`config.mk`:
```
export PLATFORM = sky130hd
export DESIGN_NAME = btn_event_queue
export DESIGN_NICKNAME = d
export VERILOG_FILES = /design/src/rtl/btn_pkg.sv /design/src/rtl/btn_evt_fifo.sv /design/src/rtl/btn_event_queue.sv
export SDC_FILE = /design/constraint.sdc
export NUM_CORES = 1
export LEC_CHECK = 0
export ABC_CLOCK_PERIOD_IN_PS = 4600
export CORE_ASPECT_RATIO = 2
export CORE_UTILIZATION = 55
export CTS_CLUSTER_SIZE = 40
export DETAILED_ROUTE_END_ITERATION = 8
export GPL_TIMING_DRIVEN = 0
export PLACE_DENSITY_LB_ADDON = 0.3
export SETUP_SLACK_MARGIN = 0.2
export SLEW_MARGIN = 30
export SYNTH_ARGS = -nofsm -noshare
export SYNTH_HDL_FRONTEND = slang
export SYNTH_SLANG_ARGS = --single-unit
```
`constraint.sdc`:
```
create_clock -name clk -period 4.6 [get_ports clk]
set_clock_uncertainty 0.15 [all_clocks]
set_input_delay 0.46 -clock clk [delete_from_list [all_inputs] [get_ports clk]]
set_output_delay 0.46 -clock clk [all_outputs]
set_load 0.02 [all_outputs]
```
`src/rtl/btn_pkg.sv`:
```
// Shared types for the button click classifier and its event queue.
// Event encoding is {button index, type}; the index width follows from N_BTN.
package btn_pkg;

    typedef enum logic {EVT_SINGLE = 1'b0, EVT_DOUBLE = 1'b1} evt_type_e;

    function automatic int btn_idx_w(input int n_btn);
        return (n_btn > 1) ? $clog2(n_btn) : 1;
    endfunction

endpackage

```
`src/rtl/btn_evt_fifo.sv`:
```
// First-word-fall-through sync FIFO: head visible on pop_dat_o whenever empty_o=0.
// Push ignored when full at start of cycle; a same-cycle pop does not make room.
module btn_evt_fifo #(
    parameter int DEPTH = 4,
    parameter int WIDTH = 8
) (
    input  logic                   clk,
    input  logic                   reset,
    input  logic                   push_i,
    input  logic [WIDTH-1:0]       push_dat_i,
    input  logic                   pop_i,
    output logic [WIDTH-1:0]       pop_dat_o,
    output logic                   full_o,
    output logic                   empty_o,
    output logic [$clog2(DEPTH):0] count_o
);
    localparam int AW = $clog2(DEPTH);

    logic [WIDTH-1:0]  mem_q [DEPTH];
    logic [AW-1:0]     wr_ptr_q, rd_ptr_q;
    logic [AW:0]       count_q, count_d;
    logic              do_push, do_pop;

    assign full_o    = (count_q == (AW+1)'(DEPTH));
    assign empty_o   = (count_q == '0);
    assign do_push   = push_i & ~full_o;
    assign do_pop    = pop_i & ~empty_o;
    assign pop_dat_o = mem_q[rd_ptr_q];
    assign count_o   = count_q;

    always_comb begin
        count_d = count_q;
        case ({do_push, do_pop})
            2'b10:   count_d = count_q + (AW+1)'(1);
            2'b01:   count_d = count_q - (AW+1)'(1);
            default: count_d = count_q;
        endcase
    end

    always_ff @(posedge clk or posedge reset) begin
        if (reset) begin
            for (int i = 0; i < DEPTH; i++) mem_q[i] <= '0;
            wr_ptr_q <= '0;
            rd_ptr_q <= '0;
            count_q  <= '0;
        end else begin
            if (do_push) begin
                mem_q[wr_ptr_q] <= push_dat_i;
                wr_ptr_q        <= wr_ptr_q + AW'(1);
            end
            if (do_pop) rd_ptr_q <= rd_ptr_q + AW'(1);
            count_q <= count_d;
        end
    end

endmodule

```
`src/rtl/btn_event_queue.sv`:
```
// Classifies debounced press pulses per button as SINGLE/DOUBLE clicks and queues them (valid/ready).
// Event reaches evt_valid 2 cycles after its emit condition; lost events set the sticky drop_flag.
module btn_event_queue
    import btn_pkg::*;
#(
    parameter int N_BTN  = 4,
    parameter int WINDOW = 25_000_000,
    parameter int DEPTH  = 4
) (
    input  logic                        clk,
    input  logic                        reset,
    input  logic [N_BTN-1:0]            btn_pulse,
    output logic                        evt_valid,
    input  logic                        evt_ready,
    output logic [btn_idx_w(N_BTN):0]   evt_data,
    output logic [$clog2(DEPTH):0]      evt_count,
    output logic                        drop_flag,
    input  logic                        drop_clr
);
    localparam int IDXW = btn_idx_w(N_BTN);
    localparam int CW   = $clog2(WINDOW);
    localparam logic [CW-1:0] CNT_LOAD = CW'(WINDOW - 1);
    localparam logic [0:0]    ST_IDLE  = 1'b0;
    localparam logic [0:0]    ST_WAIT  = 1'b1;

    typedef struct packed {
        logic [IDXW-1:0] btn_idx;
        evt_type_e       evt_type;
    } btn_evt_t;

    logic [N_BTN-1:0] emit, emit_dbl;
    logic [N_BTN-1:0] pend_v_q, pend_v_d, pend_t_q, pend_t_d;
    logic [N_BTN-1:0] gnt;
    logic             gnt_any, fifo_push, fifo_full, fifo_empty;
    logic             drop_set, drop_q, drop_d;
    btn_evt_t         push_evt;

    for (genvar i = 0; i < N_BTN; i++) begin : g_btn
        logic [0:0]    st_q, st_d;
        logic [CW-1:0] cnt_q, cnt_d;
        logic          emit_l, dbl_l;

        // Any pulse while waiting is a second click, even on the expiry cycle.
        always_comb begin
            st_d   = st_q;
            cnt_d  = cnt_q;
            emit_l = 1'b0;
            dbl_l  = 1'b0;
            if (st_q == ST_IDLE) begin
                if (btn_pulse[i]) begin
                    st_d  = ST_WAIT;
                    cnt_d = CNT_LOAD;
                end
            end else if (btn_pulse[i]) begin
                emit_l = 1'b1;
                dbl_l  = 1'b1;
                st_d   = ST_IDLE;
            end else if (cnt_q == '0) begin
                emit_l = 1'b1;
                st_d   = ST_IDLE;
            end else begin
                cnt_d = cnt_q - CW'(1);
            end
        end

        always_ff @(posedge clk or posedge reset) begin
            if (reset) begin
                st_q  <= ST_IDLE;
                cnt_q <= '0;
            end else begin
                st_q  <= st_d;
                cnt_q <= cnt_d;
            end
        end

        assign emit[i]     = emit_l;
        assign emit_dbl[i] = dbl_l;
    end

    always_comb begin
        gnt      = '0;
        gnt_any  = 1'b0;
        push_evt = '0;
        for (int i = 0; i < N_BTN; i++) begin
            if (!gnt_any && pend_v_q[i]) begin
                gnt_any           = 1'b1;
                gnt[i]            = 1'b1;
                push_evt.btn_idx  = IDXW'(i);
                push_evt.evt_type = pend_t_q[i] ? EVT_DOUBLE : EVT_SINGLE;
            end
        end
        if (fifo_full) gnt = '0;
    end

    assign fifo_push = gnt_any & ~fifo_full;

    // A slot drained this cycle is already free for a fresh emit.
    always_comb begin
        pend_v_d = pend_v_q & ~gnt;
        pend_t_d = pend_t_q;
        drop_set = 1'b0;
        for (int i = 0; i < N_BTN; i++) begin
            if (emit[i]) begin
                if (pend_v_d[i]) begin
                    drop_set = 1'b1;
                end else begin
                    pend_v_d[i] = 1'b1;
                    pend_t_d[i] = emit_dbl[i];
                end
            end
        end
        drop_d = drop_set ? 1'b1 : (drop_clr ? 1'b0 : drop_q);
    end

    always_ff @(posedge clk or posedge reset) begin
        if (reset) begin
            pend_v_q <= '0;
            pend_t_q <= '0;
            drop_q   <= 1'b0;
        end else begin
            pend_v_q <= pend_v_d;
            pend_t_q <= pend_t_d;
            drop_q   <= drop_d;
        end
    end

    btn_evt_fifo #(
        .DEPTH (DEPTH),
        .WIDTH (IDXW + 1)
    ) u_fifo (
        .clk        (clk),
        .reset      (reset),
        .push_i     (fifo_push),
        .push_dat_i (push_evt),
        .pop_i      (evt_ready),
        .pop_dat_o  (evt_data),
        .full_o     (fifo_full),
        .empty_o    (fifo_empty),
        .count_o    (evt_count)
    );

    assign evt_valid = ~fifo_empty;
    assign drop_flag = drop_q;

endmodule

```
Word level (Yosys, flattened, before mapping)
Index checks and enable logic that the tools add are counted.
{"block": "totals", "ff_bits": 132, "latchBits": 0, "ram_bits": 0, "rom_bits": 0, "in_bits": 8, "output_inout_bits": 8, "elab_cells": 167, "n_memories": 0}
{"block": "classes", "addsub": 8, "multipliers": 0, "div": 0, "magnitude_cmp": 3, "n_eq_ne": 11, "shift": 0, "mux": 85, "bitwise_logic": 13, "reduce_logical": 26}
{"operator": "25-bit two-way mux", "count": 16}
{"operator": "25-bit zero test", "count": 4}
{"operator": "25-bit by 1-bit subtractor with 25-bit output (second input constant)", "count": 4}
{"operator": "1-bit two-way mux", "count": 58}
{"operator": "3-bit two-way mux", "count": 6}
{"operator": "2-bit != test (second input constant)", "count": 8}
{"operator": "12-bit bitwise mux", "count": 1}
{"operator": "3-bit AND reduction", "count": 4}
{"operator": "2-bit nonzero test", "count": 6}
{"operator": "2-bit AND reduction", "count": 4}
{"operator": "3-bit binary-select mux with 2-bit select", "count": 1}
{"operator": "3-bit demux with 2-bit select", "count": 1}
{"operator": "3-bit greater-or-equal comparator (second input constant)", "count": 2}
{"operator": "1-bit NOT", "count": 6}
{"operator": "2-bit NOT with 3-bit output", "count": 2}
{"operator": "3-bit case mux with 2 select lines", "count": 1}
{"operator": "2-bit by 1-bit adder with 2-bit output (second input constant)", "count": 2}
{"operator": "4-bit bitwise AND", "count": 1}
{"operator": "1-bit logical AND", "count": 4}
{"operator": "4-bit two-way mux", "count": 1}
{"operator": "4-bit NOT", "count": 1}
{"operator": "3-bit by 1-bit adder with 3-bit output (second input constant)", "count": 1}
{"operator": "1-bit bitwise AND", "count": 3}
{"operator": "3-bit == test (second input constant)", "count": 1}
{"operator": "other kinds (6)", "count": 8}

Depth between registers and ports, before layout
Gate-level depths: netlist of run 1.
{"block": "depth", "ltp_word": 22, "mapped_depth": 10, "depth_no_buf": 9}

Hierarchy
From an unflattened synthesis of run 1, not the netlist that was laid out.
{"block": "hier_totals", "hier_cells": 755, "area_unflattened_um2": 7220.7}
{"mod": "btn_event_queue", "n_inst": 1, "cells_per_inst": 687, "area_each_um2": 6278.5, "seq_area_each_um2": 2827.7}
{"mod": "btn_evt_fifo", "n_inst": 1, "cells_per_inst": 68, "area_each_um2": 942.2, "seq_area_each_um2": 475.5}

Worst setup path before layout of run 1
OpenSTA, ideal clock, no wires.
{"block": "synth_path", "kind": "register to register", "startpoint": "register g_btn[1].cnt_q[9]", "endpoint": "register g_btn[1].cnt_q[24]", "setup_time_ps": 131, "arrival_ps": 2487, "required_ps": 4319, "setup_slack_ps": 1832, "path_stages_with_launch": 8, "n_path_buf": 2, "period_less_slack_ps": 2768, "cell_sequence": "dfrtp_1 -> or4_1 -> buf_2 -> or4b_1 -> buf_2 -> or3_1 -> o21a_1 -> or3_1"}
{"block": "synth_between", "elab_chain_len": 4, "elab_cells_between_ends": 7, "cone_classes": "add/sub (1); eq/ne (1); mux (3); reduce/logical (2)"}
{"item": "from (decl)", "line": "btn_event_queue.sv:40", "source": "logic [CW-1:0] cnt_q, cnt_d;"}
{"item": "from (signal assigned)", "line": "btn_event_queue.sv:72", "source": "cnt_q <= cnt_d;"}
{"item": "25-bit by 1-bit subtractor with 25-bit output", "line": "btn_event_queue.sv:62", "source": "cnt_d = cnt_q - CW'(1);"}
{"item": "25-bit two-way mux", "line": "btn_event_queue.sv:58", "source": "end else if (cnt_q == '0) begin"}
{"item": "25-bit two-way mux", "line": "btn_event_queue.sv:54", "source": "end else if (btn_pulse[i]) begin"}
{"item": "25-bit two-way mux", "line": "btn_event_queue.sv:49", "source": "if (st_q == ST_IDLE) begin"}
Several ways; a longest one is shown, not always the timed one. The select of a mux whose other input is x is not followed.
A chain may end at the register's enable or synchronous reset.

Worst setup path after layout of run 1
{"block": "layout_path", "startpoint": "register g_btn[2].cnt_q[13]", "endpoint": "register g_btn[2].cnt_q[16]"}
{"block": "layout_between", "elab_chain_len": 4, "elab_cells_between_ends": 7, "cone_classes": "add/sub (1); eq/ne (1); mux (3); reduce/logical (2)"}
{"item": "from (decl)", "line": "btn_event_queue.sv:40"}
{"item": "from (signal assigned)", "line": "btn_event_queue.sv:72"}
{"item": "25-bit by 1-bit subtractor with 25-bit output", "line": "btn_event_queue.sv:62"}
{"item": "25-bit two-way mux", "line": "btn_event_queue.sv:58"}
{"item": "25-bit two-way mux", "line": "btn_event_queue.sv:54"}
{"item": "25-bit two-way mux", "line": "btn_event_queue.sv:49"}
Several ways; a longest one is shown, not always the timed one. The select of a mux whose other input is x is not followed.

==> run_results.csv, run 1 <==
group,metric,value,unit
global_route,grt_pass1_wl,30200,um
clocking,cts_tree,"yes",
critical_path,path_class,"flip-flop to flip-flop",
clocking,clock_latency,0.42,ns
cells_and_area,multi_input_area,0.00370,mm^2
detailed_routing,drt_iter0_drc,402,
floorplanning,start_util,56.3,%
sta,fmax,0.301,GHz
sta,fin_crit_sh,72.3,%
floorplanning,fp.dieArea,0.0137,mm^2
synth,synth.cell_area,0.00727,mm^2
synth,synth_edf_count,0,
clocking,cts.clk_slew.worst_paths,0.06,ns
synth,yosys.area.top_type,"dfrtp_1",
clocking,post_cts_buffers,0,
critical_path,crit_cells,7,
sta,slew_headroom,48.6,%
floorplanning,die_h,165,um
power,p_per_area,476,mW/mm^2
critical_path,crit_family,"simple AND/OR/NAND/NOR gates",
synth,async_flop_share,100,%
critical_path,crit_slowest_cell,"nor4_1",
clocking,clock_sinks,132,
detailed_routing,routedWlPerCell,18.2,um
cells_and_area,layout_commonest_cell,"dfrtp_1",
sta,tightest_slew,0.770,ns
sta,slew_viol_final,0,
power,power_leakage,2.94,nW
sta,setup_tns,0,ns
global_route,grt_antenna_before_repair,0,
synth,netlist_instances,779,
place,pre_cts_ws,1.35,ns
place,dpl_cell_area,0.00761,mm^2
cells_and_area,finalNonFillerCells,976,
job,cap_violations,0,
detailed_routing,drt-total-wl,17800,um
floorplanning,rows,59,
synth,syn_nets,800,
synth,synth_ff_type,"dfrtp_1",
floorplanning,core,0.0129,mm^2
place,gp_congestion,0.954,
clocking,cts_hold_buf,0,
sta,rsz0062_at_grt,"false",
synth,synth_seq_area_share,45.4,%
cells_and_area,drive_above_1_share,7.89,%
critical_path,startpoint_type,"flip-flop",
power,max-vdd-ir-drop,0.297,mV
critical_path,path_max_fanout,10,
place,dp_hpwl,12500,um
detailed_routing,postRouteAntennaNets,0,
detailed_routing,drt-pass1-iter-count,5,
outcome,status,"finished clean",
sta,setup_violations,0,
clocking,cts_root_buf,"clkbuf_16",
cells_and_area,final_area,0.00825,mm^2
critical_path,path_cells,"nor4_1, nand4_1, o21ai_1, inv_1, clkbuf_1, a211oi_1, nor2_1",
floorplanning,die_x,83.3,um
cells_and_area,nets,832,
global_route,overflow,0,
detailed_routing,drc,0,
cells_and_area,insertedDiodeCount,0,
place,place_inst,944,
clocking,post_cts_resized,0,
critical_path,slowest_delay,0.69,ns
floorplanning,io_pins,16,
cells_and_area,layout_common_cells,"132 x dfrtp_1, 56 x nor2_1, 56 x o21ai_0",
critical_path,cp.required,4.75,ns
clocking,cts_buffer_depth,2,
synth,synth.distinct_cells,72,
place,port_buffers,12,
cells_and_area,fin_util,63.9,%
synth,ys_ff_latch,132,
hold_path,holdCritPathClass,"input pin to async pin",
global_route,grtUsageTotal,27.4,%
global_route,grt_max_degree,99,
detailed_routing,viasPerCell,6.51,
synth,ys_warn_count,0,
sta,hold_viol_final,0,
critical_path,cp.arrival,3.48,ns
sta,finalWorstSetupSlack,1.27,ns
critical_path,endpoint_kind,"flip-flop",
synth,synth_top_area_share,45.4,%
global_route,grt_pass1_vias,6484,
clocking,numCtsBuffers,17,
clocking,htreeDepth,4,
detailed_routing,via_count,6351,
critical_path,rr_worst_depth,7,
cells_and_area,regArea,0.00330,mm^2
cells_and_area,num-fill-cells,1055,
synth,syn_avg_cell_area,9.33,um^2
critical_path,path_buf_inv,2,
synth,netlist_top_cells_area,"dfrtp_1 45%, o21ai_0 3.9%, or4_1 3.4%",
sta,period_needed,3.33,ns
cells_and_area,area_delta_synth_final,13.5,%
routing by layer:
metal | global-route usage [%] | vias to the layer above | share of wire (%)
met3 | 4.90 | 55 | 3.1
met1 | 27.8 | 3129 | 36
li1 | - | 2999 | -
met4 | 15.6 | 0 | 3.6
met5 | 0 | - | 0
met2 | 52.2 | 168 | 57
power by group:
group / internal (mW) / switching (mW) / total, mW
clock network: 0.936 / 0.515 / 1.45
registers: 1.32 / 0.135 / 1.45
logic: 0.414 / 0.613 / 1.03
total: 2.67 / 1.26 / 3.93
cell usage after synthesis (9+ instances only):
cell	number
nor2b_1	9
nand4_1	10
o31ai_1	25
nor4_1	23
xor2_1	12
dfrtp_1	132
or4_1	33
clkbuf_1	40
a21oi_1	33
nor2_1	56
ha_1	12
mux2_2	10
o21ai_0	56
inv_1	25
nand3_1	28
nand2b_1	14
and3_1	9
nand2_1	53
nor3_1	25
or3_1	38
sequential cells by signal, summed over array words and instances, names as in the netlist:
| register | cells |
|---|---|
| u_fifo.rd_ptr_q | 2 |
| u_fifo.mem_q | 12 |
| g_btn.st_q | 4 |
| drop_flag | 1 |
| pend_v_q | 4 |
| u_fifo.count_o | 3 |
| g_btn.cnt_q | 100 |
| u_fifo.wr_ptr_q | 2 |
| pend_t_q | 4 |
final timing paths:
kind | slack, ns | start | to
max in group asynchronous | 3.27 | reset | u_fifo.mem_q[7]
min in group clk | 0.32 | btn_pulse[1] | g_btn[1].cnt_q[1]
setup reg to reg | 1.27 | g_btn[2].cnt_q[13] | g_btn[2].cnt_q[16]
hold reg to reg | 0.34 | g_btn[3].cnt_q[15] | g_btn[3].cnt_q[15]
setup / recovery | 1.27 | g_btn[2].cnt_q[13] | g_btn[2].cnt_q[16]
hold / removal | 0.26 | reset | g_btn[2].cnt_q[2]
stage by stage:
stage / power [mW] / hold WS [ns]
2_1_floorplan: 2.15 / 0.286
3_3_place_gp: 2.42 / 0.306
3_5_place_dp: 2.49 / 0.327
4_1_cts: 3.95 / 0.262
5_1_grt: 4.12 / 0.301
6_report: 3.93 / 0.261
layout make-up:
| cell class | instances | area share (%) |
|---|---|---|
| buffer | 45 | 2.11 |
| clock buffer | 20 | 5.54 |
| clock inverter | 12 | 2.17 |
| inverter | 25 | 1.23 |
| multi-input combinational | 577 | 44.8 |
| sequential | 132 | 40.0 |
| tap | 152 | 2.31 |
| timing repair buffer | 13 | 1.79 |
logic make-up after synthesis:
group | count (synthesis) | share of synthesized area, %
AOI/OAI and AO/OA | 190 | 17.2
buffers and inverters | 70 | 3.68
xor gates and xnor gates | 19 | 2.29
adders and majority gates | 13 | 2.34
DFF | 132 | 45.4
and+or+nand+nor | 336 | 25.7
muxes | 19 | 3.31
Note: power is estimated with default switching activity, not from simulation.
==> inputs of run 2 (changes only) <==
--- a/config.mk
+++ b/config.mk
@@ -5,7 +5,7 @@
 export SDC_FILE = /design/constraint.sdc
 export NUM_CORES = 1
 export LEC_CHECK = 0
-export ABC_CLOCK_PERIOD_IN_PS = 4600
+export ABC_CLOCK_PERIOD_IN_PS = 3300
 export CORE_ASPECT_RATIO = 2
 export CORE_UTILIZATION = 55
 export CTS_CLUSTER_SIZE = 40
==> constraint.sdc (replaced) <==
create_clock -name clk -period 3.3 [get_ports clk]
set_clock_uncertainty 0.15 [all_clocks]
set_input_delay 0.33 -clock clk [delete_from_list [all_inputs] [get_ports clk]]
set_output_delay 0.33 -clock clk [all_outputs]
set_load 0.02 [all_outputs]
==> run 2 against run 1 <==
Effect of this change:
- final cell count up 0.41%
- non-clock buffer count rose by 4
- sequential share of layout area down 0.41 points
- die area stayed put
- via count grew 1.5%
- critical path depth stayed put
- cell area is 1.0% higher
- total power up 37%
- setup slack got worse by 0.95 ns
- clock-buffer cell count increased by 2
- hold slack worse by 0.16 ns
- first-iteration DRC count fell by 8.7%
- critical endpoint is now g_btn[3].cnt_q[21]
- largest cell class unchanged
==> run_results.csv, run 2 (synthesized netlist as in run 1, its figures left out) <==
group,metric,value,unit
detailed_routing,drc,0,
detailed_routing,drt-pass1-iter-count,7,
place,pre_cts_ws,0.0553,ns
clocking,post_cts_buffers,0,
sta,period_needed,2.98,ns
sta,fmax,0.335,GHz
power,max-vdd-ir-drop,0.406,mV
place,port_buffers,12,
sta,setup_tns,0,ns
critical_path,path_max_fanout,8,
sta,rsz0062_at_grt,"true",
floorplanning,rows,59,
cells_and_area,num-fill-cells,1014,
global_route,grt_pass1_wl,30300,um
clocking,cts.clk_slew.worst_paths,0.06,ns
detailed_routing,drt-total-wl,18200,um
cells_and_area,drive_above_1_share,8.82,%
cells_and_area,nets,836,
power,p_int,3.61,mW
global_route,grt_max_degree,31,
sta,finalWorstSetupSlack,0.318,ns
detailed_routing,routedWlPerCell,18.6,um
global_route,grt_antenna_before_repair,0,
floorplanning,start_util,56.3,%
cells_and_area,area_delta_synth_final,14.7,%
global_route,grt_pass1_vias,6567,
floorplanning,die_x,83.3,um
sta,tightest_slew,0.832,ns
detailed_routing,via_count,6447,
critical_path,cp.required,3.41,ns
detailed_routing,drt_iter0_drc,367,
power,p_clk_share,35.3,%
detailed_routing,postRouteAntennaNets,0,
place,dp_hpwl,13000,um
critical_path,endpoint_kind,"flip-flop",
clocking,cts_buffer_depth,2,
cells_and_area,largest_register_ffs,100,
sta,fin_crit_sh,90.4,%
global_route,overflow,0,
critical_path,startpoint_type,"flip-flop",
power,sequentialPowerShare,37.6,%
clocking,cts_hold_buf,0,
cells_and_area,layout_commonest_cell,"dfrtp_1",
cells_and_area,largest_registers,"g_btn.cnt_q: 100 flops, u_fifo.mem_q: 12 flops",
floorplanning,fp.dieArea,0.0137,mm^2
sta,setup_violations,0,
power,swShare,33.0,%
outcome,status,"finished clean",
cells_and_area,insertedDiodeCount,0,
hold_path,holdCritPathClass,"input pin to async pin",
floorplanning,core,0.0129,mm^2
power,power_switching,1.78,mW
sta,hold_viol_final,0,
power,p_per_area,646,mW/mm^2
floorplanning,io_pins,16,
sta,slew_viol_final,0,
cells_and_area,layout_common_cells,"132 x dfrtp_1, 56 x nor2_1, 56 x o21ai_0",
clocking,htreeDepth,4,
clocking,cts_tree,"yes",
sta,slew_headroom,44.4,%
power,power_leakage,2.96,nW
floorplanning,die_h,165,um
clocking,clock_sinks,132,
critical_path,path_class,"flip-flop to flip-flop",
place,gp_congestion,0.982,
clocking,cts_root_buf,"clkbuf_16",
clocking,numCtsBuffers,17,
cells_and_area,regMostFlops,"g_btn.cnt_q",
critical_path,cp.arrival,3.09,ns
detailed_routing,viasPerCell,6.58,
global_route,grtUsageTotal,27.6,%
power,power_frac_comb,27.1,%
job,cap_violations,0,
clocking,clock_latency,0.42,ns
run 2: cell count changes in the layout (fill, tap and decap cells not counted), sizes merged:
cell,delta
bufinv,-2
clkinv,-2
clkinvlp,+1
inv,+1
buf,+4
clkbuf,+2
run 2: timing repair:
item                       CTS  global route
pin swaps                    0             0
cloned                       0             0
setup endpoints to repair   13            20
resized for setup            3             8
run 2: cell type report:
type	count	area [um^2]	share of cell area, %
Clock inverter	10	123	1.47
Tap cell	152	190	2.28
Inverter	25	97.6	1.17
Timing Repair Buffer	17	235	2.82
Buffer	45	176	2.12
Multi-Input combinational cell	577	3740	44.8
Clock buffer	22	474	5.69
Sequential cell	132	3300	39.6
run 2: per-stage QoR:
step	cell area (um^2)	util [%]	std cells	total power, mW	hold slack (ns)
after detailed placement	7700	59.6	948	3.48	0.312
after floorplan	7270	-	779	3.00	0.286
after global placement	7580	58.7	943	3.37	0.307
after CTS	8300	64.3	980	5.40	0.0996
after global routing	8340	64.5	980	5.64	0.118
final	8340	64.5	980	5.39	0.0995
run 2: path summary, 6_finish.rpt:
check	from	to	slack, ns	cells past startpoint
setup / recovery	g_btn[3].cnt_q[4]	g_btn[3].cnt_q[21]	0.32	7
setup reg to reg	g_btn[3].cnt_q[4]	g_btn[3].cnt_q[21]	0.32	7
hold reg to reg	g_btn[3].cnt_q[15]	g_btn[3].cnt_q[15]	0.32	1
min in group clk	btn_pulse[0]	g_btn[0].cnt_q[0]	0.20	2
hold / removal	reset	g_btn[0].cnt_q[18]	0.1	2
max in group asynchronous	reset	g_btn[2].cnt_q[6]	2.04	5
run 2: power by group through the flow:
| stage | Clock [mW] | Sequential [mW] | Combinational, mW |
|---|---|---|---|
| 6_report | 1.90 | 2.02 | 1.46 |
| 4_1_cts | 1.93 | 2.02 | 1.46 |
| 2_1_floorplan | 0 | 2.02 | 0.981 |
| 5_1_grt | 1.99 | 2.05 | 1.60 |
| 3_5_place_dp | 0 | 2.04 | 1.44 |
| 3_3_place_gp | 0 | 2.02 | 1.35 |
run 2: layer usage:
layer | GRT usage (%) | wire length (um) | up-vias
met3 | 5.00 | 582 | 71
li1 | - | - | 3013
met1 | 26.1 | 6360 | 3170
met2 | 54.3 | 10500 | 193
met5 | 0 | 0 | -
met4 | 16.5 | 775 | 0
run 2: worst max-delay path, stage by stage (launching register included):
cell and delay [ns]:
dfrtp_1 0.43, or4_1 0.54, clkbuf_1 0.19, or4b_1 0.55, clkbuf_1 0.21, or4_1 0.45, o21ai_0 0.17, o311ai_1 0.14
==> inputs of run 3 (changes only) <==
--- a/config.mk
+++ b/config.mk
@@ -8,6 +8,7 @@
 export ABC_CLOCK_PERIOD_IN_PS = 3300
 export CORE_ASPECT_RATIO = 2
 export CORE_UTILIZATION = 55
+export CTS_CLUSTER_DIAMETER = 40
 export CTS_CLUSTER_SIZE = 40
 export DETAILED_ROUTE_END_ITERATION = 8
 export GPL_TIMING_DRIVEN = 0
==> results of run 3 <==
Final layout, timing and power as in run 2 (identical DEF).
